===== config.mk =====
export PLATFORM = sky130hd
export DESIGN_NAME = mem_bus_arbiter_flat
export DESIGN_NICKNAME = d
export VERILOG_FILES = /design/src/rtl/mem_bus_arbiter_if.sv /design/src/rtl/mem_bus_arbiter.sv /design/src/flat_wrapper.sv
export SDC_FILE = /design/constraint.sdc
export NUM_CORES = 1
export LEC_CHECK = 0
export ABC_AREA = 1
export BUFFER_PORTS_ARGS = -buffer_cell sky130_fd_sc_hd__buf_4
export CORE_MARGIN = 2
export CORE_UTILIZATION = 40
export CTS_BUF_LIST = sky130_fd_sc_hd__clkbuf_2
export DETAILED_ROUTE_END_ITERATION = 7
export REMOVE_ABC_BUFFERS = 1
export SLEW_MARGIN = 20
export SYNTH_ARGS = -nofsm -noshare
export SYNTH_HDL_FRONTEND = slang
export SYNTH_SLANG_ARGS = --single-unit

===== constraint.sdc =====
create_clock -name clk -period 2.85 [get_ports clk]
set_input_delay 0.57 -clock clk [delete_from_list [all_inputs] [get_ports clk]]
set_output_delay 0.57 -clock clk [all_outputs]
set_load 0.05 [all_outputs]

===== src/rtl/mem_bus_arbiter_if.sv =====
// mem_bus_arbiter_if: request/grant handshake between fetch/execute and the arbiter,
// plus the memory-side EN/RW/MFC strobes.
interface mem_bus_arbiter_if;
    logic       fetch_req;
    logic       exec_req;
    logic       exec_rw;
    logic       MFC;
    logic       fetch_gnt;
    logic       exec_gnt;
    logic       EN;
    logic       RW;
    logic       fetch_done;
    logic       exec_done;
    logic       bus_err;
    logic [1:0] owner;
    modport master (
        input  fetch_req, exec_req, exec_rw, MFC,
        output fetch_gnt, exec_gnt, EN, RW, fetch_done, exec_done, bus_err, owner
    );
    modport slave (
        output fetch_req, exec_req, exec_rw, MFC,
        input  fetch_gnt, exec_gnt, EN, RW, fetch_done, exec_done, bus_err, owner
    );
endinterface


===== src/rtl/mem_bus_arbiter.sv =====
// mem_bus_arbiter: shares the single memory port between fetch and execute,
// runs each access to MFC or aborts it with a bus error on timeout.
module mem_bus_arbiter #(
    parameter int TIMEOUT_CYC = 15,
    parameter int TW          = 4
) (
    input logic               clk,
    input logic               rst,
    mem_bus_arbiter_if.master bus
);
    typedef enum logic [2:0] {IDLE, GRANT, WAIT_MFC, DONE, ERR} state_t;
    state_t        r_state;
    state_t        w_next;
    logic          r_exec;
    logic          r_rw;
    logic          r_last_exec;
    logic [TW-1:0] r_cnt;
    logic          w_any_req;
    logic          w_pick_exec;
    logic          w_timeout;
    logic          w_busy;
    assign w_any_req   = bus.fetch_req | bus.exec_req;
    // on contention the requester that did not own the previous access wins
    assign w_pick_exec = bus.exec_req & (~bus.fetch_req | ~r_last_exec);
    assign w_timeout   = r_cnt == TW'(TIMEOUT_CYC - 1);
    always_ff @(posedge clk) begin
        if (!rst) r_state <= IDLE;
        else      r_state <= w_next;
    end
    always_comb begin
        w_next = r_state;
        case (r_state)
            IDLE:     w_next = w_any_req ? GRANT : IDLE;
            GRANT:    w_next = WAIT_MFC;
            WAIT_MFC: w_next = bus.MFC ? DONE : (w_timeout ? ERR : WAIT_MFC);
            default:  w_next = IDLE;
        endcase
    end
    always_ff @(posedge clk) begin
        if (!rst) begin
            r_exec      <= 1'b0;
            r_rw        <= 1'b0;
            r_last_exec <= 1'b0;
            r_cnt       <= '0;
        end else begin
            if (r_state == IDLE && w_any_req) begin
                r_exec <= w_pick_exec;
                r_rw   <= w_pick_exec ? bus.exec_rw : 1'b1;
            end
            // saturating so a long wait can never wrap past the timeout compare
            if (r_state == GRANT)                        r_cnt <= '0;
            else if (r_state == WAIT_MFC && r_cnt != '1) r_cnt <= r_cnt + 1'b1;
            if (r_state == DONE || r_state == ERR) r_last_exec <= r_exec;
        end
    end
    always_comb begin
        w_busy         = r_state != IDLE;
        bus.fetch_gnt  = w_busy & ~r_exec;
        bus.exec_gnt   = w_busy & r_exec;
        bus.EN         = r_state == WAIT_MFC;
        bus.RW         = (r_state == WAIT_MFC) & r_rw;
        bus.fetch_done = (r_state == DONE) & ~r_exec;
        bus.exec_done  = (r_state == DONE) & r_exec;
        bus.bus_err    = r_state == ERR;
        bus.owner      = w_busy ? (r_exec ? 2'b10 : 2'b01) : 2'b00;
    end
endmodule

===== src/flat_wrapper.sv =====
// flat-port wrapper written by rule: the top's interface ports become plain ports
module mem_bus_arbiter_flat 
#(
    parameter int TIMEOUT_CYC = 15,
    parameter int TW          = 4
)
  (clk, rst, bus_fetch_req, bus_exec_req, bus_exec_rw, bus_MFC, bus_fetch_gnt, bus_exec_gnt, bus_EN, bus_RW, bus_fetch_done, bus_exec_done, bus_bus_err, bus_owner);
  mem_bus_arbiter_if bus_i ();
  input logic clk;
  input logic rst;
  input wire logic [$bits(bus_i.fetch_req)-1:0] bus_fetch_req;
  input wire logic [$bits(bus_i.exec_req)-1:0] bus_exec_req;
  input wire logic [$bits(bus_i.exec_rw)-1:0] bus_exec_rw;
  input wire logic [$bits(bus_i.MFC)-1:0] bus_MFC;
  output wire logic [$bits(bus_i.fetch_gnt)-1:0] bus_fetch_gnt;
  output wire logic [$bits(bus_i.exec_gnt)-1:0] bus_exec_gnt;
  output wire logic [$bits(bus_i.EN)-1:0] bus_EN;
  output wire logic [$bits(bus_i.RW)-1:0] bus_RW;
  output wire logic [$bits(bus_i.fetch_done)-1:0] bus_fetch_done;
  output wire logic [$bits(bus_i.exec_done)-1:0] bus_exec_done;
  output wire logic [$bits(bus_i.bus_err)-1:0] bus_bus_err;
  output wire logic [$bits(bus_i.owner)-1:0] bus_owner;
  assign bus_i.fetch_req = bus_fetch_req;
  assign bus_i.exec_req = bus_exec_req;
  assign bus_i.exec_rw = bus_exec_rw;
  assign bus_i.MFC = bus_MFC;
  assign bus_fetch_gnt = bus_i.fetch_gnt;
  assign bus_exec_gnt = bus_i.exec_gnt;
  assign bus_EN = bus_i.EN;
  assign bus_RW = bus_i.RW;
  assign bus_fetch_done = bus_i.fetch_done;
  assign bus_exec_done = bus_i.exec_done;
  assign bus_bus_err = bus_i.bus_err;
  assign bus_owner = bus_i.owner;
  mem_bus_arbiter #(.TIMEOUT_CYC(TIMEOUT_CYC), .TW(TW)) u_core (.clk(clk), .rst(rst), .bus(bus_i));
endmodule

---- Word-level counts from Yosys, hierarchy flattened ----
Index checks and enable logic that the tools add are counted.
storage, ports and cells
  input bits .............................. 6
  logic and storage cells ................. 37
  bits in registers ....................... 10
  output and inout port bits .............. 9
operators by class
  reduce and logical (&&, ||, !) cells .... 6
  bitwise gates (word level) .............. 12
  add/sub/neg operators ................... 1
  mux-type cells .......................... 7
  equal/unequal tests ..................... 6
operator list
  kind                 count
  $pmux 3 s3           1
  $and 1x1->1          6
  $eq 3x2->1 const B   2
  $mux 3               2
  $add 4x1->4 const B  1
  $eq 4x4->1 const B   1
  $mux 2               2
  $ne 4x4->1 const B   1
  $not 1->1            4
  $eq 3x1->1 const B   1
  $eq 3x3->1 const B   1
  $logic_not 3->1      1
  $reduce_bool 3->1    1
  $logic_and 1x1->1    2
  $mux 1               2
  $or 1x1->1           2
  $reduce_or 2->1      1
  $logic_or 1x1->1     1

---- Logic depth before layout (Yosys ltp) ----
Gate-level depths: netlist (run 1).
  depth after elaboration ................. 4
  gate-level depth with buffers ........... 7
  gate-level depth less buffers ........... 7

---- Least setup slack after synthesis (run 1) ----
OpenSTA, ideal clock, no wires.
  kind .................................... register -> output
  start point ............................. register u_core.r_state[1]
  end point ............................... output bus_owner[1]
  data arrival time ....................... 1604 ps
  cell stages (with the launch flop) ...... 6
  path buffers ............................ 1
  setup slack ............................. 676 ps
  required time ........................... 2280 ps
  path through ............................ dfxtp_1 -> inv_2 -> nand2_2 -> nor2_4 -> nor2_1 -> buf_4
between the ends
  longest elaborated chain between the ends .. 2
RTL lines
  what                    line                   source
  from (decl)             mem_bus_arbiter.sv:12  state_t r_state;
  from (signal assigned)  mem_bus_arbiter.sv:28  else r_state <= w_next;
  $reduce_bool 3->1       mem_bus_arbiter.sv:57  w_busy = r_state != IDLE;
  $mux 2                  mem_bus_arbiter.sv:65  bus.owner = w_busy ? (r_exec ? 2'b10 : 2'b01) : 2'b00;
  to (decl)               flat_wrapper.sv:22     output wire logic [$bits(bus_i.owner)-1:0] bus_owner;
Every way passes these cells.

---- Worst setup path after layout (run 1) ----
Ends and elaborated chain as after synthesis.

==> impl_metrics.toml, run 1 <==
[status]
status = "finished clean"

[detailed_routing]
drt_iter0_drc = 15
routed_via_density = 4.632
routedWlPerCell_um = 10.46
antenna_left = 0
drt_wl_total_um = 1193
dr.pass1.iters = 6
drc = 0
vias = 528

[critical_path]
end_kind = "primary output"
path_class = "flip-flop to primary output"
required_ns = 2.28
critPathLaunchType = "flip-flop"
crit_fanout = 4
worstRegToRegCells = 6
crit_arrival_ns = 1.29
r2r_slack_ns = 1.66

[clocking]
cts.sinks = 10
cts_hold_buf = 0
clock_latency_ns = 0.25
cts_root_buf = "clkbuf_2"
cts_buffers = 3
post-cts-setup-buffer-count = 0
cts_resized = 0
clkTransAtPathRegs_ns = 0.09
h-tree-depth = 1
clockBufferDepth = 2
cts_tree = "yes"

[worst_hold_path]
hp-class = "flip-flop to flip-flop"
holdPathStages = 2

[global_routing]
grt_pass1_wl_um = 1925
overflow = 0
grt_use_total_pct = 14.29
grt_max_degree = 8
grt_pass1_vias = 473
antenna_found_initial = 0

[run]
max_cap_violations = 0

[placement]
dp_cells = 110
routabilityCongestion = 0.7663
place_area_um2 = 675.6
portBuffers = 14
pre_cts_slack_ns = 1.277
dp_hpwl_um = 937.1

[layout]
final_common_cell = "nand2_1"
syn_to_final_growth_pct = 22.52
fin_area_um2 = 694.4
antennaDiodeCount = 0
layout.nets = 108
finish.utilization_pct = 52.71
layout-drive-gt1-share_pct = 27.27
layout_common_cells = "19 x nand2_1, 14 x buf_4, 10 x inv_1, 10 x dfxtp_1"
final_cells = 114

[power_and_ir_drop]
p_leak_uw = 0.0003275
p_sw_uw = 139.9
peakVddDrop_uv = 354.2
seqPwrFrac_pct = 45.0
internal_power_uw = 217.9
pwr-share-comb_pct = 33.3
swShare_pct = 39.10
powerDensity_nw_per_um2 = 515.2
power_frac_clock_pct = 21.8

[die]
die_h_um = 41.64
start_util_pct = 43.02
die_area_um2 = 1734
die_w_um = 41.64
rows = 13
num_io_pins = 15
design.core.area_um2 = 1318

[timing]
min_period_ns = 1.863
final_hold_viol_count = 0
tns_ns = 0
setup_violations = 0
maxSlewViolCount = 0
finalClockSkew_ns = 0.008905
timing.fmax_ghz = 0.5369
final.period_utilization_pct = 65.35
tightest_slew_ns = 0.2768
layout_setup_ws_ns = 0.9875
rsz0062_at_grt = "false"
max_slew_margin_pct = 81.52

[logic_synthesis]
synthesis.area_um2 = 566.8
ys_ff_latch = 10
synth.top_cell.area_share_pct = 35.32
ys_seq_area_share_pct = 35.32
synthCells = 83
synth_area_per_cell_um2 = 6.829
yosysUniqueCellTypes = 17
yosys-top-cells-area = "dfxtp_1 35%, nand2_1 13%, nand3_1 7.9%"
synth_area_leader_cell = "dfxtp_1"
ys_warn_count = 0
[critical path, cell delays in order, from the launching register on]
cell     delay [ns]
dfxtp_1        0.46
inv_2          0.08
nand2_2        0.09
nor2_4         0.04
nor2_1         0.14
buf_4          0.22
[Yosys cell counts (all sizes together)]
library cell and number:
a21oi 7, buf 2, dfxtp 10, ha 2, inv 13, nand2 22, nand3 9, nand4 2
nor2 13, nor3 1, o21ai 1, or2 1
[registers in the layout, indices dropped and copies added (netlist names)]
register / flops
u_core.r_cnt: 4
u_core.r_rw: 1
u_core.r_state: 3
u_core.r_exec: 1
u_core.r_last_exec: 1
[per-stage QoR]
step                total power, uW  hold slack (ns)
floorplan                     249.7           0.4631
global placement              282.5           0.4940
detailed placement            283.6           0.4981
CTS                           362.9           0.5110
global route                  378.6           0.5284
finish                        357.7           0.5172
[kinds of logic after synthesis]
family / after synthesis / synth area share, %
compound gates: 8 / 7.063
fa+ha+maj: 2 / 4.414
buf+inv: 15 / 11.26
flops: 10 / 35.32
simple gates: 48 / 41.94
[layer usage]
layer | global-route usage [%] | wire [um]
met5 | 0 | 0
met4 | 3.226 | 0
met3 | 6.522 | 60
met2 | 20.94 | 554
met1 | 19.14 | 578
[power by group through the flow]
| stage | Sequential (uW) | Combinational (uW) | Clock (uW) |
|---|---|---|---|
| final | 161 | 119 | 77.9 |
| after global routing | 162 | 129 | 87.8 |
| after CTS | 161 | 120 | 82.1 |
| after detailed placement | 164 | 119 | 0 |
| after global placement | 164 | 119 | 0 |
| after floorplan | 162 | 88.0 | 0 |
[layout make-up]
type	count	area, um^2
Fill cell	134	623.1
Multi-Input combinational cell	58	302.8
Sequential cell	10	200.2
Timing Repair Buffer	14	105.1
Inverter	13	48.80
Tap cell	15	18.77
Clock buffer	3	15.01
Clock inverter	1	3.754
[path summary, 6_finish.rpt]
kind,from,to
setup / recovery,u_core.r_state[1],bus_owner[1]
setup reg to reg,u_core.r_cnt[1],u_core.r_cnt[1]
hold reg to reg,u_core.r_last_exec,u_core.r_last_exec
hold / removal,u_core.r_last_exec,u_core.r_last_exec
(Power assumes the default switching activity.)
==> run 2, diff against run 1 <==
--- a/config.mk
+++ b/config.mk
@@ -11,6 +11,7 @@
 export CORE_UTILIZATION = 40
 export CTS_BUF_LIST = sky130_fd_sc_hd__clkbuf_2
 export DETAILED_ROUTE_END_ITERATION = 7
+export PLACE_DENSITY = 0.66
 export REMOVE_ABC_BUFFERS = 1
 export SLEW_MARGIN = 20
 export SYNTH_ARGS = -nofsm -noshare
==> constraint.sdc (replaced) <==
create_clock -name clk -period 1.55 [get_ports clk]
set_input_delay 0.31 -clock clk [delete_from_list [all_inputs] [get_ports clk]]
set_output_delay 0.31 -clock clk [all_outputs]
set_load 0.05 [all_outputs]
==> impl_metrics.toml, run 2 (synthesis results as in run 1) <==
[global_routing]
grtUsageMet3_pct = 5.217
gr-usage-met2_pct = 23.13
grt_max_degree = 8
antenna_found_initial = 0
overflow = 0
grtUsageMet1_pct = 14.44
grt_pass1_wl_um = 1780
top_usage_layer = "met2"
grt_use_total_pct = 13.44
grt_pass1_vias = 463

[detailed_routing]
routedWlPerCell_um = 9.368
antenna_left = 0
drt_iter0_drc = 13
vias = 553
drc = 0
routed_via_density = 4.851
dr.pass1.iters = 4
drt_wl_total_um = 1068

[critical_path]
crit_family = "flip-flops"
end_kind = "primary output"
path_class = "flip-flop to primary output"
critPathLaunchType = "flip-flop"
crit_fanout = 4
worst-path-buf-inv = 2
cp_slowest_cell = "dfxtp_2"
slowest_delay_ns = 0.40
crit_arrival_ns = 1.14
path_cells = "inv_2 > nand2_2 > nor2_4 > nor2_2 > buf_6"
required_ns = 1.24
r2r_slack_ns = 0.33

[clocking]
clkTransAtPathRegs_ns = 0.10
cts.sinks = 10
clockBufferDepth = 2
cts_tree = "yes"
cts_root_buf = "clkbuf_2"
h-tree-depth = 1
cts_buffers = 3
clock_latency_ns = 0.25

[timing]
final.period_utilization_pct = 93.84
min_period_ns = 1.454
max_slew_margin_pct = 85.83
maxSlewViolCount = 0
tightest_slew_ns = 0.2123
setup_violations = 0
timing.fmax_ghz = 0.6875
final_hold_viol_count = 0
finalClockSkew_ns = 0.01289
holdWs_ns = 0.3070

[run]
max_cap_violations = 0

[status]
status = "finished clean"

[power_and_ir_drop]
p_leak_uw = 0.0003328
fin_total_pwr_uw = 670.9
powerDensity_nw_per_um2 = 929.2
peakVddDrop_uv = 540.0

[die]
die_w_um = 41.64
die_area_um2 = 1734
start_util_pct = 43.02
rows = 13
num_io_pins = 15
die_h_um = 41.64
design.core.area_um2 = 1318

[layout]
syn_to_final_growth_pct = 27.37
n_fill_cell = 135
regMostFlops = "u_core.r_cnt"
layout-drive-gt1-share_pct = 32.32
antennaDiodeCount = 0
largest_reg_flops = 4
final_common_cell = "nand2_1"
layout.nets = 108
layout_common_cells = "19 x nand2_1, 10 x inv_1, 9 x nand3_1, 9 x buf_4"
ff_latch_area_um2 = 203.9
reg_top3 = "u_core.r_cnt (4), u_core.r_state (3)"
multi_input_area_um2 = 307.8

[placement]
dp_hpwl_um = 905.6
portBuffers = 14
routabilityCongestion = 0.7281

[worst_hold_path]
hp-class = "input port to flip-flop"
## run 2: changes by cell type in the layout (fill, tap and decap cells not counted)
cell,change
buf_4,-5
buf_6,+5
dfxtp_1,-3
dfxtp_2,+3
nor2_1,-2
nor2_2,+2
## run 2: per-stage QoR
step | setup TNS (ns) | worst slack, ns | std cells | util, % | cell area (um^2)
floorplan | -2.419 | -0.6048 | 81 | - | 551.8
global placement | 0 | 0.2954 | 110 | 51.28 | 675.6
detailed placement | 0 | 0.2632 | 110 | 51.28 | 675.6
CTS | 0 | 0.02771 | 114 | 52.90 | 696.9
global route | -0.004583 | -0.004583 | 114 | 54.80 | 721.9
finish | 0 | 0.09551 | 114 | 54.80 | 721.9
## run 2: path summary, 6_finish.rpt
kind	from	cells past startpoint	end
max	u_core.r_state[1]	5	bus_owner[0]
min	bus_exec_rw	3	u_core.r_rw
max reg2reg	u_core.r_cnt[1]	6	u_core.r_cnt[1]
min reg2reg	u_core.r_last_exec	2	u_core.r_last_exec
## run 2: per-layer routing
layer  vias to the layer above  wire (um)
met5                         -          0
met1                       248        478
met2                        12        525
li1                        291          -
met3                         2         52
met4                         0         10
## run 2: power by group
group	internal, uW	total [uW]	switching [uW]
registers	276	297	20.4
clock network	56.1	141	85.0
logic	80.4	233	153
total	413	671	258
## run 2: repair_timing
item | CTS | global route
endpoints found under the setup margin | 4 | 9
setup buffers | 0 | 0
hold buffers | 0 | 0
gates resized for setup | 2 | 8
## run 2: cell type report
class / instances / share of cell area, %
clock buffer: 3 / 2.080
multi-input combinational: 58 / 42.63
sequential: 10 / 28.25
tap: 15 / 2.600
timing repair buffer: 14 / 17.16
inverter: 13 / 6.759
clock inverter: 1 / 0.5199
## run 2: tightest hold or removal path, stage by stage
cell	delay, ns
buf_4	0.08
nor2_1	0.03
nor2_1	0.09
